===== src/rtl/mem_arbiter.sv =====
// Two-port (instruction fetch / data) arbiter onto a byte-wide synchronous RAM bus.
// Optional macro MEM_ARB_RR_EN: round-robin tie-break instead of fixed MEM priority.
module mem_arbiter #(
   parameter  int ADDR_WIDTH = 32,
   parameter  int WORD_BYTES = 4,
   localparam int LEN_W      = $clog2(WORD_BYTES),
   localparam int DW         = 8 * WORD_BYTES
) (
   input  logic                  clk,
   input  logic                  rst_n,
   input  logic                  rdy,
   input  logic                  if_req,
   input  logic [ADDR_WIDTH-1:0] if_addr,
   output logic [DW-1:0]         if_rdata,
   output logic                  if_done,
   input  logic                  mem_req,
   input  logic                  mem_rw,
   input  logic [ADDR_WIDTH-1:0] mem_addr,
   input  logic [LEN_W-1:0]      mem_len,
   input  logic [DW-1:0]         mem_wdata,
   output logic [DW-1:0]         mem_rdata,
   output logic                  mem_done,
   output logic [ADDR_WIDTH-1:0] ram_addr,
   output logic [7:0]            ram_dout,
   output logic                  ram_wr,
   input  logic [7:0]            ram_din,
   output logic                  busy
);

   typedef enum logic [1:0] {
      IDLE  = 2'd0,
      XFER  = 2'd1,
      DRAIN = 2'd2,
      DONE  = 2'd3
   } state_t;

   state_t            state, state_nx;
   logic [LEN_W-1:0]  k;
   logic [LEN_W-1:0]  len_q;
   logic              rw_q;
   logic              gnt_mem_q;
   logic [DW-1:0]     wdata_q;
   logic [DW-1:0]     buf_q, buf_nx;
   logic              any_req;
   logic              pick_mem;
   logic              cap_en;
   logic [LEN_W-1:0]  cap_lane;

   assign any_req = if_req | mem_req;

`ifdef MEM_ARB_RR_EN
   // Set when IF won the last grant, so the next tie goes to MEM.
   logic last_if;
   always_ff @(posedge clk or negedge rst_n) begin
      if (!rst_n) begin
         last_if <= 1'b1;
      end else if (rdy && state == IDLE && any_req) begin
         last_if <= ~pick_mem;
      end
   end
   assign pick_mem = mem_req & (~if_req | last_if);
`else
   assign pick_mem = mem_req;
`endif

   always_ff @(posedge clk or negedge rst_n) begin
      if (!rst_n) begin
         state <= IDLE;
      end else begin
         state <= state_nx;
      end
   end

   always_comb begin
      state_nx = state;
      if (rdy) begin
         case (state)
            IDLE:    if (any_req) state_nx = XFER;
            XFER:    if (k == len_q) state_nx = rw_q ? DONE : DRAIN;
            DRAIN:   state_nx = DONE;
            DONE:    state_nx = IDLE;
            default: state_nx = IDLE;
         endcase
      end
   end

   // RAM read data lags the address by one cycle, so lane k-1 lands while k is on the bus.
   always_comb begin
      cap_en   = ~rw_q && ((state == XFER && k != '0) || state == DRAIN);
      cap_lane = (state == DRAIN) ? len_q : k - LEN_W'(1);
      buf_nx   = buf_q;
      for (int i = 0; i < WORD_BYTES; i++) begin
         if (cap_en && cap_lane == LEN_W'(i)) begin
            buf_nx[8*i +: 8] = ram_din;
         end
      end
   end

   always_ff @(posedge clk or negedge rst_n) begin
      if (!rst_n) begin
         k         <= '0;
         len_q     <= '0;
         rw_q      <= 1'b0;
         gnt_mem_q <= 1'b0;
         wdata_q   <= '0;
         buf_q     <= '0;
         ram_addr  <= '0;
         if_rdata  <= '0;
         mem_rdata <= '0;
      end else if (rdy) begin
         buf_q <= buf_nx;
         case (state)
            IDLE: begin
               if (any_req) begin
                  gnt_mem_q <= pick_mem;
                  k         <= '0;
                  buf_q     <= '0;
                  if (pick_mem) begin
                     ram_addr <= mem_addr;
                     rw_q     <= mem_rw;
                     len_q    <= mem_len;
                     wdata_q  <= mem_wdata;
                  end else begin
                     ram_addr <= if_addr;
                     rw_q     <= 1'b0;
                     len_q    <= LEN_W'(WORD_BYTES - 1);
                     wdata_q  <= '0;
                  end
               end
            end
            XFER: begin
               if (k != len_q) begin
                  k        <= k + LEN_W'(1);
                  ram_addr <= ram_addr + ADDR_WIDTH'(1);
               end
            end
            DRAIN: begin
               if (gnt_mem_q) mem_rdata <= buf_nx;
               else           if_rdata  <= buf_nx;
            end
            default: ;
         endcase
      end
   end

   assign ram_wr   = rdy && state == XFER && rw_q;
   assign ram_dout = (state == XFER && rw_q) ? wdata_q[8*k +: 8] : 8'h00;
   assign if_done  = (state == DONE) && ~gnt_mem_q;
   assign mem_done = (state == DONE) && gnt_mem_q;
   assign busy     = (state != IDLE);

endmodule


===== config.mk =====
export PLATFORM = sky130hd
export DESIGN_NAME = mem_arbiter
export DESIGN_NICKNAME = d
export VERILOG_FILES = /design/src/rtl/mem_arbiter.sv
export SDC_FILE = /design/constraint.sdc
export NUM_CORES = 1
export LEC_CHECK = 0
export CORE_ASPECT_RATIO = 1.2
export CORE_MARGIN = 2
export CORE_UTILIZATION = 53
export CTS_CLUSTER_DIAMETER = 60
export DETAILED_ROUTE_END_ITERATION = 12
export GPL_TIMING_DRIVEN = 0
export PLACE_DENSITY = 0.84
export SLEW_MARGIN = 40
export SYNTH_ARGS = -nofsm -noshare
export SYNTH_HDL_FRONTEND = slang
export SYNTH_SLANG_ARGS = --single-unit
export TNS_END_PERCENT = 10

===== constraint.sdc =====
create_clock -name clk -period 6.28 [get_ports clk]
set_input_delay 1.57 -clock clk [delete_from_list [all_inputs] [get_ports clk]]
set_output_delay 1.57 -clock clk [all_outputs]
set_load 0.03 [all_outputs]

# Word level (Yosys, flattened, before mapping)

Cells that the tools add are included.

Register bits: 168
Input port bits: 112
Output and inout bits: 108
Logic and storage cells: 72

$add $sub $neg: 3
Eq/ne operators: 11
Shifts and indexed selects: 1
Multiplexer cells: 22
Bitwise logic cells: 3
Reductions and logical operators: 22

Operator list:

| kind                    | count |
|---|---|
| $mux W32                | 6 |
| $pmux W32 S2            | 1 |
| $mux W8                 | 5 |
| $add A32 B1 Y32 const B | 1 |
| $shiftx A32 B6 Y8       | 1 |
| $mux W2                 | 6 |
| $reduce_and A3 Y1       | 4 |
| $logic_and A1 B1 Y1     | 11 |
| $eq A2 B2 Y1 const B    | 4 |
| $pmux W2 S4             | 1 |
| $reduce_bool A2 Y1      | 3 |
| $eq A2 B1 Y1 const B    | 2 |
| $logic_not A2 Y1        | 2 |
| $ne A2 B2 Y1 const B    | 2 |
| $pmux W2 S2             | 1 |
| $reduce_and A4 Y1       | 1 |
| $add A2 B1 Y2 const B   | 1 |
| $eq A2 B2 Y1            | 1 |
| $mux W1                 | 2 |
| $ne A2 B1 Y1 const B    | 1 |
| $ne A2 B2 Y1            | 1 |
| $not A1 Y1              | 2 |
| $sub A2 B1 Y2 const B   | 1 |
| $logic_or A1 B1 Y1      | 1 |
| $or A1 B1 Y1            | 1 |

# Depth between registers and ports, before layout

Gate-level depths: netlist of run 1.

Depth in word-level cells: 8
Mapped depth: 9
Gate-level depth less buffers: 7

# Worst setup path after synthesis of run 1

OpenSTA, ideal clock, no wires.

Path kind: input port to output port
Start: input port rdy
End: output port ram_wr
Data arrival time: 2.055 ns
Data required time: 4.710 ns
Setup slack: 2.655 ns
Stages: 2
Path buffers: 1
Cell sequence: buf_4 > and3_1

Cells in the longest elaborated chain, start to end: 2

RTL lines:

| item                             | line | text |
|---|---|---|
| from (decl)                      | 11   | `input logic rdy,` |
| $logic_and A1 B1 Y1 (2 in a row) | 146  | `assign ram_wr = rdy && state == XFER && rw_q;` |
| to (decl)                        | 25   | `output logic ram_wr,` |

No other way between the ends.

# Final worst setup path of run 1

Start: register state[1]
End: output port ram_wr

Cells in the longest elaborated chain, start to end: 3

RTL lines:

| item                             | line | text |
|---|---|---|
| from (decl)                      | 37   | `state_t state, state_nx;` |
| from (signal assigned)           | 70   | `state <= state_nx;` |
| $eq A2 B1 Y1                     | 146  |  |
| $logic_and A1 B1 Y1 (2 in a row) | 146  |  |

No other way between the ends.

==> results.md, run 1 <==
- Tcrit/Tclk final: 77.2%
- Total congestion overflow: 0
- Syn Inst Count: 827
- Final ANT Viol Nets: 0
- Routability cong.: 0.887
- Area Growth Syn to Fin: 36.7%
- TritonRoute pass-1 iters: 5
- Vias in the first global route: 7727
- TritonCTS clock tree: built
- Buffers on Ports: 211
- I/O Pins: 220
- Initial antenna violation count: 0
- Met3 Wirelength: 1900 µm
- Maximum VDD drop: 0.241 mV
- Yosys warns: 0
- Power density cells: 497 nW/µm²
- Gr usage total: 30.3%
- CP Max Fanout: 10
- Critical path required time: 4.71 ns
- FF-to-FF path depth: 9
- Worst-Margin Slew: 0.731 ns
- Met2 wire length: 12200 µm
- # rows: 50
- Setup slack after layout: 1.43 ns
- Largest cells by area after synthesis: dfrtp_1 50%, nand2_1 7.3%, mux2i_1 5.4%
- Sequential share of the synthesized area: 50.3%
- Final Skew: 0.00887 ns
- Slew Limit Fails: 0
- Total core area: 15500 µm²
- Mapped cell area: 8350 µm²
- Fin crit period: 4.85 ns
- Fillcell total: 1179
- Main synth FF type: dfrtp_1
- Post-DR wirelength/cell: 19.3 µm
- Core Util, Final: 73.6%
- Min-Delay Path Class: reg2reg
- Worst setup startpoint: state[1]
- Clock Path Buffers: 2
- RSZ-0062 raised after global routing: no
- CP Depth: 7
- Largest net degree at the start of global routing: 81
- Leakage: 4.78 nW
- Top Layer Used: met4
- H-tree depth: 4
- Vias per cell: 5.95
- Clock Root Buffer: clkbuf_16
- Inst Count DP: 1248
- Final setup fails: 0
- Max frequency: 206 MHz
- Starting density of the core: 53.8%
- CP max-delay cell: clkdlybuf4s50_1
- Height of the die: 142 µm
- Yosys cell types: 69
- Initial drt markers: 577
- Final non-filler cell total: 1280
- Most common cell on crit path: clkbuf_1
- Post-CTS setup buffers: 0
- Met1 wire length: 9620 µm
- Synth Register Bits: 168
- Via count: 7615
- Post-DP HPWL: 17500 µm
- Synth async-reset ratio: 100%
- CTS resizes: 0
- Final net count: 1178
- Critical-path cell list: inv_1 -> ha_1 -> buf_2 -> clkbuf_1 -> clkbuf_1 -> and3_1 -> clkdlybuf4s50_1
- Fin. Hold Viols: 0
- Max cap viols: 0
- Mapped Nets: 946
- PnR Total Power: 5.68 mW
- Hold buffers post-CTS: 0
- First-pass GRT wire length: 40000 µm
- CP Capture Type: primary output
- Clock Latency Late Sink: 0.43 ns
- DRC viols: 0
- Worst Hold Depth: 2
- Clock transition at path regs: 0.07 ns
- CTS sink count: 168
- Critical path's top delay family: buffers and inverters
- Worst R2R Start: k[0]
- Synthesized area per cell: 10.1 µm²
- Status: completed
- HP Start: wdata_q[21]
- Pre-CTS setup slack: 1.46 ns
- Die area: 16800 µm²
- Setup crit start kind: register
- TritonCTS Buffers: 17
- Synth top area share: 50.3%
- Die Width: 119 µm
- Worst path bufs/invs: 5
- Post-synth top area cell: dfrtp_1
- Worst rel slew slack: 51.2%
- WP data arrival: 3.28 ns
- Max incr delay on CP: 0.70 ns
- Number of flops mapped to enable cells by yosys: 0
- Post-Route WL: 24700 µm
- Worst setup path class: reg2out
- Layout cell share with drive strength beyond 1: 10.3%
- Antenna diodes: 0
==> synthesized netlist by cell type, types with 3 or more instances <==
master,count
a22o_1,33
mux4_2,8
ha_1,7
nand4_1,14
o21ai_2,5
mux2_2,20
and2_1,5
o22ai_1,11
nor3_1,3
o21ai_0,51
nand2_1,163
and3_1,9
a211oi_1,5
inv_1,9
mux2i_1,45
a21oi_1,27
buf_2,18
clkbuf_1,36
nor3_4,4
nor2_1,14
a2bb2oi_1,9
o21ai_1,68
nand3_1,11
nor2b_1,15
o22a_1,4
nand2b_1,3
and4_1,3
o211ai_1,5
a31oi_1,4
o31ai_1,4
dfrtp_1,168
==> worst min-delay path: stages, from the launching register on <==
cell     delay [ns]
dfrtp_1        0.34
nand2_1        0.04
o21ai_0        0.06
==> placed cells by master (no fill, tap or decap), types with 7 or more instances in the layout <==
cell type and instances:
dfrtp_1 168, clkbuf_16 17, a22o_1 33, a21oi_1 27
mux4_2 8, nand4_1 14, clkbuf_1 37, nand3_1 11
mux2_2 20, ha_1 7, clkdlybuf4s50_1 210, nor2b_1 15
mux2i_1 45, a2bb2oi_1 9, o22ai_1 11, o21ai_0 51
nor2_1 14, buf_2 18, inv_1 9, o21ai_1 68
and3_1 9, nand2_1 163
==> state kept, by name, indices dropped and copies added (netlist names) <==
signal and count:
wdata_q 32, k 2, buf_q 32, state 2
if_rdata 32, mem_rdata 32, len_q 2, gnt_mem_q 1
ram_addr 32, rw_q 1
==> power breakdown <==
group | leakage [nW] | switching [mW] | internal, mW | total [mW]
clock | 0.301 | 0.452 | 0.669 | 1.12
combinational | 2.28 | 1.63 | 1.08 | 2.71
sequential | 2.20 | 0.350 | 1.50 | 1.85
total | 4.78 | 2.43 | 3.25 | 5.68
==> area by class of cell <==
cell class | instances | area (µm²) | share of cell area [%]
flip-flops and latches | 168 | 4200 | 36.8
repair buffers | 213 | 2170 | 19.0
multi-input cells | 591 | 3860 | 33.8
clock buffers | 18 | 429 | 3.76
well taps | 208 | 260 | 2.28
inverters | 10 | 37.5 | 0.329
clock inverters | 14 | 198 | 1.73
plain buffers | 58 | 255 | 2.24
==> path summary, 6_finish.rpt <==
check                               end  slack [ns]
max in group asynchronous  if_rdata[11]        4.71
min in group asynchronous  ram_addr[15]        0.96
hold reg to reg             wdata_q[21]        0.48
setup reg to reg           if_rdata[16]        3.42
hold / removal              wdata_q[21]        0.48
setup / recovery                 ram_wr        1.43
==> cells by family (layout without fill, tap and decap cells) <==
logic type | after synthesis | count (layout) | share of synthesized area, %
and+or+nand+nor | 265 | 265 | 16.1
adders and majority gates | 7 | 7 | 1.05
DFF | 168 | 168 | 50.3
buffers and inverters | 68 | 313 | 3.51
xor gates and xnor gates | 2 | 2 | 0.210
muxes | 73 | 73 | 10.2
AOI/OAI and AO/OA | 244 | 244 | 18.6
==> per-layer routing <==
metal  up-vias  global-route usage (%)
met2       417                    49.2
met1      3667                    37.9
met3        81                    7.84
met4         0                    15.1
met5         -                       0
li1       3450                       -
==> per-stage QoR <==
stage | instance area (µm²) | hold slack (ns) | setup TNS (ns)
global placement | 10700 | 0.458 | -517.40
global route | 11400 | 0.503 | 0
finish | 11400 | 0.480 | 0
CTS | 11400 | 0.483 | 0
floorplan | 8350 | 0.445 | 0
detailed placement | 10800 | 0.469 | 0
(Power assumes the default switching activity.)
==> run 2, diff against run 1 <==
- CORE_UTILIZATION: 53 -> 44
- PLACE_DENSITY: 0.84 -> 0.74
- clock period: 6.28 -> 4 ns (I/O delays scaled with it)
==> run 2 against run 1 <==
Clock skew increased by 0.0028 ns; register-to-register slack got worse by 2.3 ns; total power increased by 55%; die area rose by 20%; global-route usage shrank 5.1 points; sequential share of layout area is essentially flat; critical path depth shrank 1; largest power group unchanged.
==> results.md, run 2 (same netlist as run 1, synthesis figures left out) <==
- Status: completed
- Clock power share: 18.8%
- Maximum VDD drop: 0.483 mV
- Clock transition at path regs: 0.07 ns
- Post-CTS setup buffers: 0
- Critical path's top delay family: buffers and inverters
- Post-DP HPWL: 17800 µm
- Total core area: 18700 µm²
- Via count: 7418
- TritonRoute pass-1 iters: 5
- Fin. Hold Viols: 0
- Worst-Margin Slew: 0.715 ns
- Gr usage total: 25.2%
- Setup crit start kind: register
- I/O Pins: 220
- Total congestion overflow: 0
- Tcrit/Tclk final: 95.6%
- CP Capture Type: primary output
- Initial drt markers: 639
- TritonCTS clock tree: built
- Layout cell share with drive strength beyond 1: 10.5%
- Slew Limit Fails: 0
- DRC viols: 0
- Max incr delay on CP: 0.73 ns
- Clock Path Buffers: 2
- Fillcell total: 1627
- Buffers on Ports: 211
- Finished Cell Area: 11400 µm²
- Worst rel slew slack: 52.3%
- Largest net degree at the start of global routing: 64
- RSZ-0062 raised after global routing: no
- Antenna diodes: 0
- Worst setup path class: reg2out
- Area Growth Syn to Fin: 36.9%
- CP max-delay cell: clkdlybuf4s50_1
- Seq pwr share: 33.0%
- Final ANT Viol Nets: 0
- Most common cell after layout, fill and taps aside: clkdlybuf4s50_1
- Hold slack: 0.445 ns
- Worst path bufs/invs: 4
- Post-Route WL: 24600 µm
- Routability cong.: 0.858
- Leading cell types in the layout, fill and taps excluded: 210 x clkdlybuf4s50_1, 168 x dfrtp_1, 163 x nand2_1, 68 x o21ai_1, 51 x o21ai_0
- Die area: 20100 µm²
- First-pass GRT wire length: 39400 µm
- Max frequency: 262 MHz
- Critical-path cell list: inv_1 -> ha_1 -> buf_2 -> clkbuf_2 -> and3_1 -> clkdlybuf4s50_1
- Register area: 4200 µm²
- TritonCTS Buffers: 17
- Area occupied by multi-input gates: 3860 µm²
- Combinational power share: 48.2%
- Max cap viols: 0
- H-tree depth: 4
- Height of the die: 155 µm
- Initial antenna violation count: 0
- Clock Latency Late Sink: 0.44 ns
- Clock Root Buffer: clkbuf_16
- Starting density of the core: 44.6%
- WP data arrival: 2.82 ns
- Final setup fails: 0
- Final Skew: 0.0117 ns
- Vias per cell: 5.59
- Sw Share: 43.6%
- Core Util, Final: 61.1%
- Leakage: 4.77 nW
- Die Width: 130 µm
- Area of placed instances: 10800 µm²
- Vias in the first global route: 7478
- # rows: 55
- Min-Delay Path Class: in2async
- Fin crit period: 3.82 ns
- CTS sink count: 168
- Power density cells: 768 nW/µm²
- CP Max Fanout: 19
- Critical path required time: 3.00 ns
- Int Power: 4.95 mW
- Post-DR wirelength/cell: 18.5 µm
- Switch Pwr: 3.83 mW
- Final net count: 1177
-- run 2: changes by cell type in the layout (fill, tap and decap cells not counted), sizes merged --
cell and change:
inv +6, bufinv -3, clkinvlp -1, clkinv -3
-- run 2: stage by stage --
step	setup slack (ns)	TNS (ns)	std cells	power (mW)
3_5_place_dp	0.142	0	1296	7.12
4_1_cts	0.174	0	1327	8.78
6_report	0.177	0	1327	8.78
2_1_floorplan	1.23	0	827	5.45
5_1_grt	0.0117	0	1327	9.27
3_3_place_gp	-4.92	-825.30	1294	7.04
-- run 2: path summary, 6_finish.rpt --
| kind | from | end | slack (ns) | cells after the start |
|---|---|---|---|---|
| worst max-delay path | state[1] | ram_wr | 0.18 | 6 |
| worst min-delay path | rst_n | ram_addr[12] | 0.45 | 1 |
| worst max register to register | k[0] | mem_rdata[17] | 1.16 | 9 |
| worst min register to register | wdata_q[28] | wdata_q[28] | 0.48 | 2 |
| max in group asynchronous | rst_n | buf_q[20] | 2.90 | 2 |
| min in group clk | wdata_q[28] | wdata_q[28] | 0.48 | 2 |
-- run 2: metal layers --
metal  GRT usage, %  part of all wire, %
met1           33.0                   41
met2           40.3                   49
met3           5.61                  6.2
met4           10.9                  3.5
met5              0                    0
-- run 2: power by group through the flow --
stage,Sequential [mW],Clock (mW),Combinational [mW]
global route,2.99,1.73,4.55
detailed placement,2.91,0,4.21
finish,2.90,1.65,4.23
CTS,2.89,1.65,4.23
global placement,2.90,0,4.14
floorplan,3.59,0,1.86
-- run 2: worst register-to-register path: cells and delay by family (launching register included) --
kind / cells / cell delay (ns)
AND/OR/NAND/NOR: 2 / 0.68
buffers and inverters: 3 / 0.59
flip-flops: 1 / 0.46
multiplexers: 1 / 0.34
adder cells (fa/ha/maj): 1 / 0.33
AO/OA/AOI/OAI: 2 / 0.32
-- run 2: timing repair --
action,CTS,global route
gates resized for setup,1,0
endpoints found under the hold margin,0,0
hold buffers,0,0
setup endpoints to repair,9,0
-- run 2: final cells by class --
type                            instances  area share, %
Buffer                                 57           2.21
Clock buffer                           19           3.96
Clock inverter                         13           1.15
Inverter                               10          0.328
Multi-Input combinational cell        591           33.8
Sequential cell                       168           36.8
Tap cell                              256           2.80
Timing Repair Buffer                  213           19.0
